File: config.mk
export PLATFORM = sky130hd
export DESIGN_NAME = pc_unit
export DESIGN_NICKNAME = d
export VERILOG_FILES = /design/src/rtl/pc_pkg.sv /design/src/rtl/pc_unit_next_pc_mux.sv /design/src/rtl/pc_unit.sv
export SDC_FILE = /design/constraint.sdc
export NUM_CORES = 1
export LEC_CHECK = 0
export CAP_MARGIN = 30
export CORE_MARGIN = 8
export CORE_UTILIZATION = 36
export CTS_BUF_LIST = sky130_fd_sc_hd__clkbuf_2 sky130_fd_sc_hd__clkbuf_4 sky130_fd_sc_hd__clkbuf_8
export DETAILED_ROUTE_END_ITERATION = 10
export PLACE_DENSITY = 0.65
export SYNTH_ARGS = -nofsm -noshare
export SYNTH_HDL_FRONTEND = slang
export SYNTH_SLANG_ARGS = --single-unit
export TNS_END_PERCENT = 1
File: constraint.sdc
create_clock -name CLK -period 4.9 [get_ports CLK]
set_input_delay 1.47 -clock CLK [delete_from_list [all_inputs] [get_ports CLK]]
set_output_delay 1.47 -clock CLK [all_outputs]
set_load 0.01 [all_outputs]
File: src/rtl/pc_pkg.sv
// pc_pkg: shared definitions for the program-counter unit.
//   - PCSrc encodings for the next-PC source select
//   - FSM state enum (ST_RUN, ST_HALTED)
//   - default exception entry address
package pc_pkg;

    localparam logic [2:0] PC_SEQ  = 3'b000;
    localparam logic [2:0] PC_BR   = 3'b001;
    localparam logic [2:0] PC_REG  = 3'b010;
    localparam logic [2:0] PC_JMP  = 3'b011;
    localparam logic [2:0] PC_HALT = 3'b100;
    localparam logic [2:0] PC_ERET = 3'b101;

    typedef enum logic [0:0] {
        ST_RUN    = 1'b0,
        ST_HALTED = 1'b1
    } pc_state_t;

    localparam logic [31:0] DEFAULT_EXC_VECTOR = 32'h0000_0180;

endpackage

File: src/rtl/pc_unit_next_pc_mux.sv
// next_pc_mux: purely combinational next-PC target selection.
// Ports:
//   cur_pc   in  ADDR_W  current PC
//   epc      in  ADDR_W  exception PC (eret target)
//   pc_src   in  3       source select (reserved codes behave as seq)
//   ext_imm  in  ADDR_W  sign-extended branch offset in words
//   rs_data  in  ADDR_W  register jump target
//   addr     in  26      jump index
//   pc4      out ADDR_W  cur_pc + 4
//   target   out ADDR_W  selected next PC
module next_pc_mux
    import pc_pkg::*;
#(
    parameter int unsigned ADDR_W = 32
) (
    input  logic [ADDR_W-1:0] cur_pc,
    input  logic [ADDR_W-1:0] epc,
    input  logic [2:0]        pc_src,
    input  logic [ADDR_W-1:0] ext_imm,
    input  logic [ADDR_W-1:0] rs_data,
    input  logic [25:0]       addr,
    output logic [ADDR_W-1:0] pc4,
    output logic [ADDR_W-1:0] target
);

    assign pc4 = cur_pc + ADDR_W'(4);

    always_comb begin
        target = pc4;
        case (pc_src)
            PC_SEQ:  target = pc4;
            PC_BR:   target = pc4 + (ext_imm << 2);
            PC_REG:  target = rs_data;
            PC_JMP:  target = {pc4[ADDR_W-1:28], addr, 2'b00};
            PC_HALT: target = cur_pc;
            PC_ERET: target = epc;
            default: target = pc4;
        endcase
    end

endmodule

File: src/rtl/pc_unit.sv
// pc_unit: program-counter unit for the multi-cycle MIPS core.
// Holds the architectural PC, exception PC, RUN/HALTED state and a
// counter of retired (committed, non-exception) PC updates.
// Optional feature macro: PC_ALIGN_CHECK_EN -- misaligned commit targets
// trap to EXC_VECTOR and pulse addr_err; otherwise targets load verbatim
// and addr_err is tied low.
// Ports:
//   CLK, RST         clock (rising edge), synchronous active-high reset
//   PCWre            commit strobe (ignored while halted)
//   PCSrc            next-PC source select
//   ExtendImmediate  branch offset in words
//   rsData           register jump target
//   addr             jump index
//   exc_req          exception request, sampled every cycle
//   curPC            registered current PC
//   pc4              combinational curPC + 4
//   EPC              registered exception PC
//   halted           high while in ST_HALTED
//   addr_err         one-cycle pulse after a misaligned-target trap
//   retire_cnt       committed non-exception update count (wraps)
module pc_unit
    import pc_pkg::*;
#(
    parameter int unsigned       ADDR_W       = 32,
    parameter logic [ADDR_W-1:0] RESET_VECTOR = '0,
    parameter logic [31:0]       EXC_VECTOR   = DEFAULT_EXC_VECTOR,
    parameter int unsigned       CNT_W        = 32
) (
    input  logic              CLK,
    input  logic              RST,
    input  logic              PCWre,
    input  logic [2:0]        PCSrc,
    input  logic [ADDR_W-1:0] ExtendImmediate,
    input  logic [ADDR_W-1:0] rsData,
    input  logic [25:0]       addr,
    input  logic              exc_req,
    output logic [ADDR_W-1:0] curPC,
    output logic [ADDR_W-1:0] pc4,
    output logic [ADDR_W-1:0] EPC,
    output logic              halted,
    output logic              addr_err,
    output logic [CNT_W-1:0]  retire_cnt
);

    // Zero-extension: ADDR_W is at least 32.
    localparam logic [ADDR_W-1:0] EXC_VEC = ADDR_W'(EXC_VECTOR);

    pc_state_t         state;
    logic [ADDR_W-1:0] target;
    logic              commit;
    logic              misalign;
    logic              trap;

    next_pc_mux #(
        .ADDR_W (ADDR_W)
    ) u_mux (
        .cur_pc  (curPC),
        .epc     (EPC),
        .pc_src  (PCSrc),
        .ext_imm (ExtendImmediate),
        .rs_data (rsData),
        .addr    (addr),
        .pc4     (pc4),
        .target  (target)
    );

    assign commit = PCWre && (state == ST_RUN);

`ifdef PC_ALIGN_CHECK_EN
    assign misalign = commit && (target[1:0] != 2'b00);
`else
    assign misalign = 1'b0;
`endif

    // An external exception and an alignment trap share the same entry path.
    assign trap   = exc_req || misalign;
    assign halted = (state == ST_HALTED);

    always_ff @(posedge CLK) begin
        if (RST) begin
            curPC      <= RESET_VECTOR;
            EPC        <= '0;
            state      <= ST_RUN;
            retire_cnt <= '0;
        end else if (trap) begin
            curPC <= EXC_VEC;
            EPC   <= curPC;
            state <= ST_RUN;
        end else if (commit) begin
            curPC      <= target;
            retire_cnt <= retire_cnt + CNT_W'(1);
            if (PCSrc == PC_HALT) begin
                state <= ST_HALTED;
            end
        end
    end

`ifdef PC_ALIGN_CHECK_EN
    // Pulses on a misaligned commit even when exc_req arrives alongside it.
    always_ff @(posedge CLK) begin
        if (RST) begin
            addr_err <= 1'b0;
        end else begin
            addr_err <= misalign;
        end
    end
`else
    assign addr_err = 1'b0;
`endif

endmodule

======== Yosys cells after proc, flatten, opt, wreduce, memory -nomap -nowiden ========
Index checks and enable logic that the tools add are counted.
W data, S select, Z words.
operators by class
  $add $sub $neg .......................... 3
  equal/unequal tests ..................... 6
  mux-type cells .......................... 3
  bitwise operators ....................... 3
  reductions and logical operators ........ 7
operators with widths
  kind                     count
  $pmux W32 S5             1
  $add A32 B1 Y32 const B  1
  $add A32 B3 Y32 const B  1
  $add A32 B32 Y32         1
  $mux W9                  2
  $reduce_and A2 Y1        4
  $eq A3 B2 Y1 const B     2
  $eq A3 B3 Y1 const B     2
  $eq A3 B1 Y1 const B     1
  $not A1 Y1               3
  $ne A2 B2 Y1 const B     1
  $reduce_bool A2 Y1       1
  $reduce_or A2 Y1         1
  $logic_and A1 B1 Y1      1
word-level totals
  bits in registers ....................... 97
  bits of input ports ..................... 97

======== Logic depth before layout (Yosys ltp) ========
  depth in word-level cells ............... 5
  depth in mapped cells ................... 18
  depth with buffers taken out ............ 16

======== Cells and area by module ========
From an unflattened synthesis, not the netlist that was laid out.
second synthesis, totals
  cell total of the unflattened synthesis .. 1020
  area total of the unflattened synthesis .. 7573.5 µm²
modules (own cells, without submodules)
  module       instances  cells an instance  area an instance (µm²)
  next_pc_mux  1          598                3812.4
  pc_unit      1          422                3761.1

======== Worst setup path before layout ========
Ideal clock, no wire load.
  path kind ............................... register to register
  from .................................... register curPC[4]
  to ...................................... register curPC[31]
  setup time .............................. 0.124 ns
  arrival ................................. 3.853 ns
  data required time ...................... 4.776 ns
  slack ................................... 0.923 ns
  cell stages (with the launch flop) ...... 17
  period minus slack after synthesis ...... 3.977 ns
  path through ............................ dfxtp_1 buf_4 and4_4 nand4_4 or2_2 clkbuf_1 nor2_1 nand3_1 xnor2_1 ha_1 and3_1 and3_1 a211oi_2 o21ai_0 a221oi_1 mux2i_1 a21oi_1
on the way
  cells in the longest elaborated chain, start to end .. 3
ends and longest elaborated chain
  what                    line                       source
  start, declared         pc_unit.sv:37              output logic [ADDR_W-1:0] curPC,
  start signal, assigned  pc_unit.sv:90              curPC <= target;
  $add A32 B3 Y32         pc_unit_next_pc_mux.sv:26  assign pc4 = cur_pc + ADDR_W'(4);
  via pc4[17]             pc_unit.sv:38              output logic [ADDR_W-1:0] pc4,
  $add A32 B32 Y32        pc_unit_next_pc_mux.sv:32  PC_BR: target = pc4 + (ext_imm << 2);
  $pmux W32 S5            pc_unit_next_pc_mux.sv:30  case (pc_src)
The timed path passes the listed nets, and every way through them passes these cells.
A chain may end at the register's enable or synchronous reset.

======== Final worst setup path ========
  from .................................... register curPC[4]
  to ...................................... output pc4[17]
on the way
  cells in the longest elaborated chain, start to end .. 1
ends and longest elaborated chain
  what             line
  $add A32 B3 Y32  pc_unit_next_pc_mux.sv:26
  end, declared    pc_unit.sv:38
Every way passes these cells.

==> qor.yml <==
combPwrFrac: 0.262
syn-instance-count: 906
grt_pass1_wl_microns: 41200
slew_violations: 0
fin_skew_ns: 0.0120
regArea_sq_um: 1940
slew_headroom: 0.462
crit_family: "simple AND/OR/NAND/NOR gates"
syn2layout_area_growth_pct: 39.4
hold_path.class: "flip-flop to flip-flop"
end_kind: "output pin"
critical_path_required_ns: 3.43
drive_above_1_share: 0.0607
firstDrtPassIters: 5
ys_ff_latch: 97
die_area_sq_um: 23900
final_nets: 1249
vias_per_cell: 5.52
min_to: "retire_cnt[16]"
worstSetupPathType: "flip-flop to output pin"
synth_fp_nets: 1040
die_w_microns: 155
ys.flop_type: "dfxtp_1"
routabilityCongestion: 0.941
internal_power_mw: 1.29
cts.clk_slew.worst_paths_ns: 0.10
min-delay-start: "retire_cnt[16]"
p_sw_frac: 0.318
start_util: 0.368
cap_violations: 0
syn_avg_cell_area_sq_um: 7.63
hold_viol: 0
ir_worst_vdd_v: 0.000118
r2r-start: "curPC[4]"
drtAntennaViolNets: 0
ys_warn_count: 0
final_util: 0.513
grt_pass1_vias: 7083
rsz0062_at_grt: "false"
r2r_end: "curPC[31]"
cts-resized-gates: 0
ios: 227
cts.sinks: 97
tns_ns: 0
finalPower_mw: 1.90
postCtsSetupBuffers: 0
yosysSeqAreaShare: 0.281
dieHeight_microns: 155
multi_input_area_sq_um: 4710
outcome: "complete, no violations"
drt_iter0_markers: 550
fmax_mhz: 214
cp_max_fo: 10
portBuffers: 223
p_seq_frac: 0.438
min_path_cells: 2
fin_crit_ns: 4.66
synth-edff-count: 0
vias: 7485
clk_latency_ns: 0.38
place_area_sq_um: 9420
wl_microns: 27100
cts_hold_buf: 0
grt_overflow: 0
power.density_nw_per_um2: 197
reg2reg_slack_ns: 0.56
clock_path_buffers: 2
cts_tree: "built"
tightest_slew_ns: 0.807
place.detailed.hpwl_microns: 20500
root_buffer: "clkbuf_8"
path_buf_inv: 1
hold_ws_ns: 0.504
synthArstFlopShare: 0
cp_slowest_cell: "clkdlybuf4s50_1"
yosysUniqueCellTypes: 66
fill_cells: 1845
path_cells: "and4_4 -> nand4_4 -> or2_2 -> nor2_1 -> nand3_1 -> xnor2_1 -> clkdlybuf4s50_1"
antenna_found_initial: 3
rows: 50
final_area_sq_um: 9630
mappedNetlistArea_sq_um: 6910
leakage_nw: 3.77
critPathLaunchType: "flip-flop"
grt_max_degree: 68
wire_per_inst_microns: 20.0
numCtsBuffers: 9
post-route-period-util: 0.952
critPathMaxStageDelay_ns: 0.63
critical_path_arrival_ns: 3.19
cts_max_level: 3
core_area_sq_um: 18800
rr_worst_depth: 14
track_usage: 0.220
netSwitchingPower_mw: 0.603
setup_viol: 0
p_clk_frac: 0.300
route.detailed.drc: 0
-- kinds of logic after synthesis --
| logic type | after synthesis | synth area share |
|---|---|---|
| compound gates | 275 | 0.242 |
| xor+xnor | 77 | 0.100 |
| fa+ha+maj | 37 | 0.0681 |
| buf+inv | 65 | 0.0384 |
| flops | 97 | 0.281 |
| mux | 36 | 0.0529 |
| other cells | 1 | 0.000543 |
| simple gates | 318 | 0.217 |
-- synth_stat cells, types with 6 or more instances --
cell,number,share of area
o221ai_1,6,0.0076
o211ai_1,9,0.0098
buf_1,9,0.0049
xnor2_1,40,0.051
and3_1,14,0.013
ha_1,36,0.065
inv_1,12,0.0065
xor2_1,36,0.046
a31oi_1,9,0.0081
mux2i_1,35,0.051
nor2b_1,6,0.0054
nor2_1,146,0.079
nand2b_1,7,0.0063
clkbuf_1,37,0.020
nor3_1,11,0.0080
dfxtp_1,97,0.28
nand3_1,31,0.022
nand4_1,17,0.015
o21ai_0,98,0.071
nand2_1,55,0.030
a21o_1,24,0.026
a21oi_1,82,0.059
-- sequential cells by signal, indices dropped and copies added (netlist names), named ones only --
name        cells
EPC            32
retire_cnt     32
curPC          30
halted          1
-- metal layers --
layer / routed length, microns / GRT usage / vias to the layer above
met3: 1880 / 0.0401 / 39
met1: 12200 / 0.290 / 3480
met4: 646 / 0.0831 / 0
li1: - / - / 3671
met5: 0 / 0 / -
met2: 12300 / 0.349 / 295
-- layout by cell type (no fill, tap or decap), types with 7 or more instances in the layout --
cell type	Yosys	final
clkdlybuf4s50_1	0	220
nor2_1	146	146
o21ai_0	98	98
dfxtp_1	97	97
a21oi_1	82	80
nand2_1	55	55
xnor2_1	40	40
xor2_1	36	36
ha_1	36	36
mux2i_1	35	35
nand3_1	31	31
buf_4	5	28
a21o_1	24	24
nand4_1	17	17
and3_1	14	14
inv_1	12	12
nor3_1	11	11
clkbuf_8	0	10
o211ai_1	9	9
a31oi_1	9	9
nand2b_1	7	7
-- final cells by class --
cell class | instances | area share
inverter | 12 | 0.00468
tap | 234 | 0.0304
multi-input combinational | 744 | 0.489
clock buffer | 10 | 0.0143
antenna | 3 | 0.000780
sequential | 97 | 0.202
clock inverter | 6 | 0.00689
timing repair buffer | 251 | 0.252
-- power groups by stage --
stage | clock network [mW] | registers, mW | logic (mW)
finish | 0.568 | 0.831 | 0.497
global route | 0.612 | 0.834 | 0.538
CTS | 0.582 | 0.831 | 0.494
detailed placement | 0 | 0.849 | 0.491
global placement | 0 | 0.849 | 0.488
floorplan | 0 | 0.849 | 0.264
-- stage by stage --
stage / setup slack, ns / std cells
floorplan: 0.923 / 906
global placement: 0.237 / 1338
detailed placement: 0.211 / 1338
CTS: 0.211 / 1354
global route: 0.0318 / 1357
finish: 0.236 / 1357
-- worst min-delay path: stages, from the launching register on --
cell and delay, ns:
dfxtp_1 0.34, o21ai_0 0.07, a21oi_1 0.06
-- worst max-delay path by stage --
stage,cells past startpoint,from,slack [ns],endpoint
final,7,curPC[4],0.24,pc4[17]
after global routing,8,curPC[2],0.03,pc4[28]
after CTS,7,curPC[4],0.21,pc4[17]
after detailed placement,11,ExtendImmediate[2],0.21,curPC[31]
after global placement,13,ExtendImmediate[0],0.24,curPC[24]
after floorplan,16,curPC[4],0.92,curPC[31]
(Power assumes the default switching activity.)
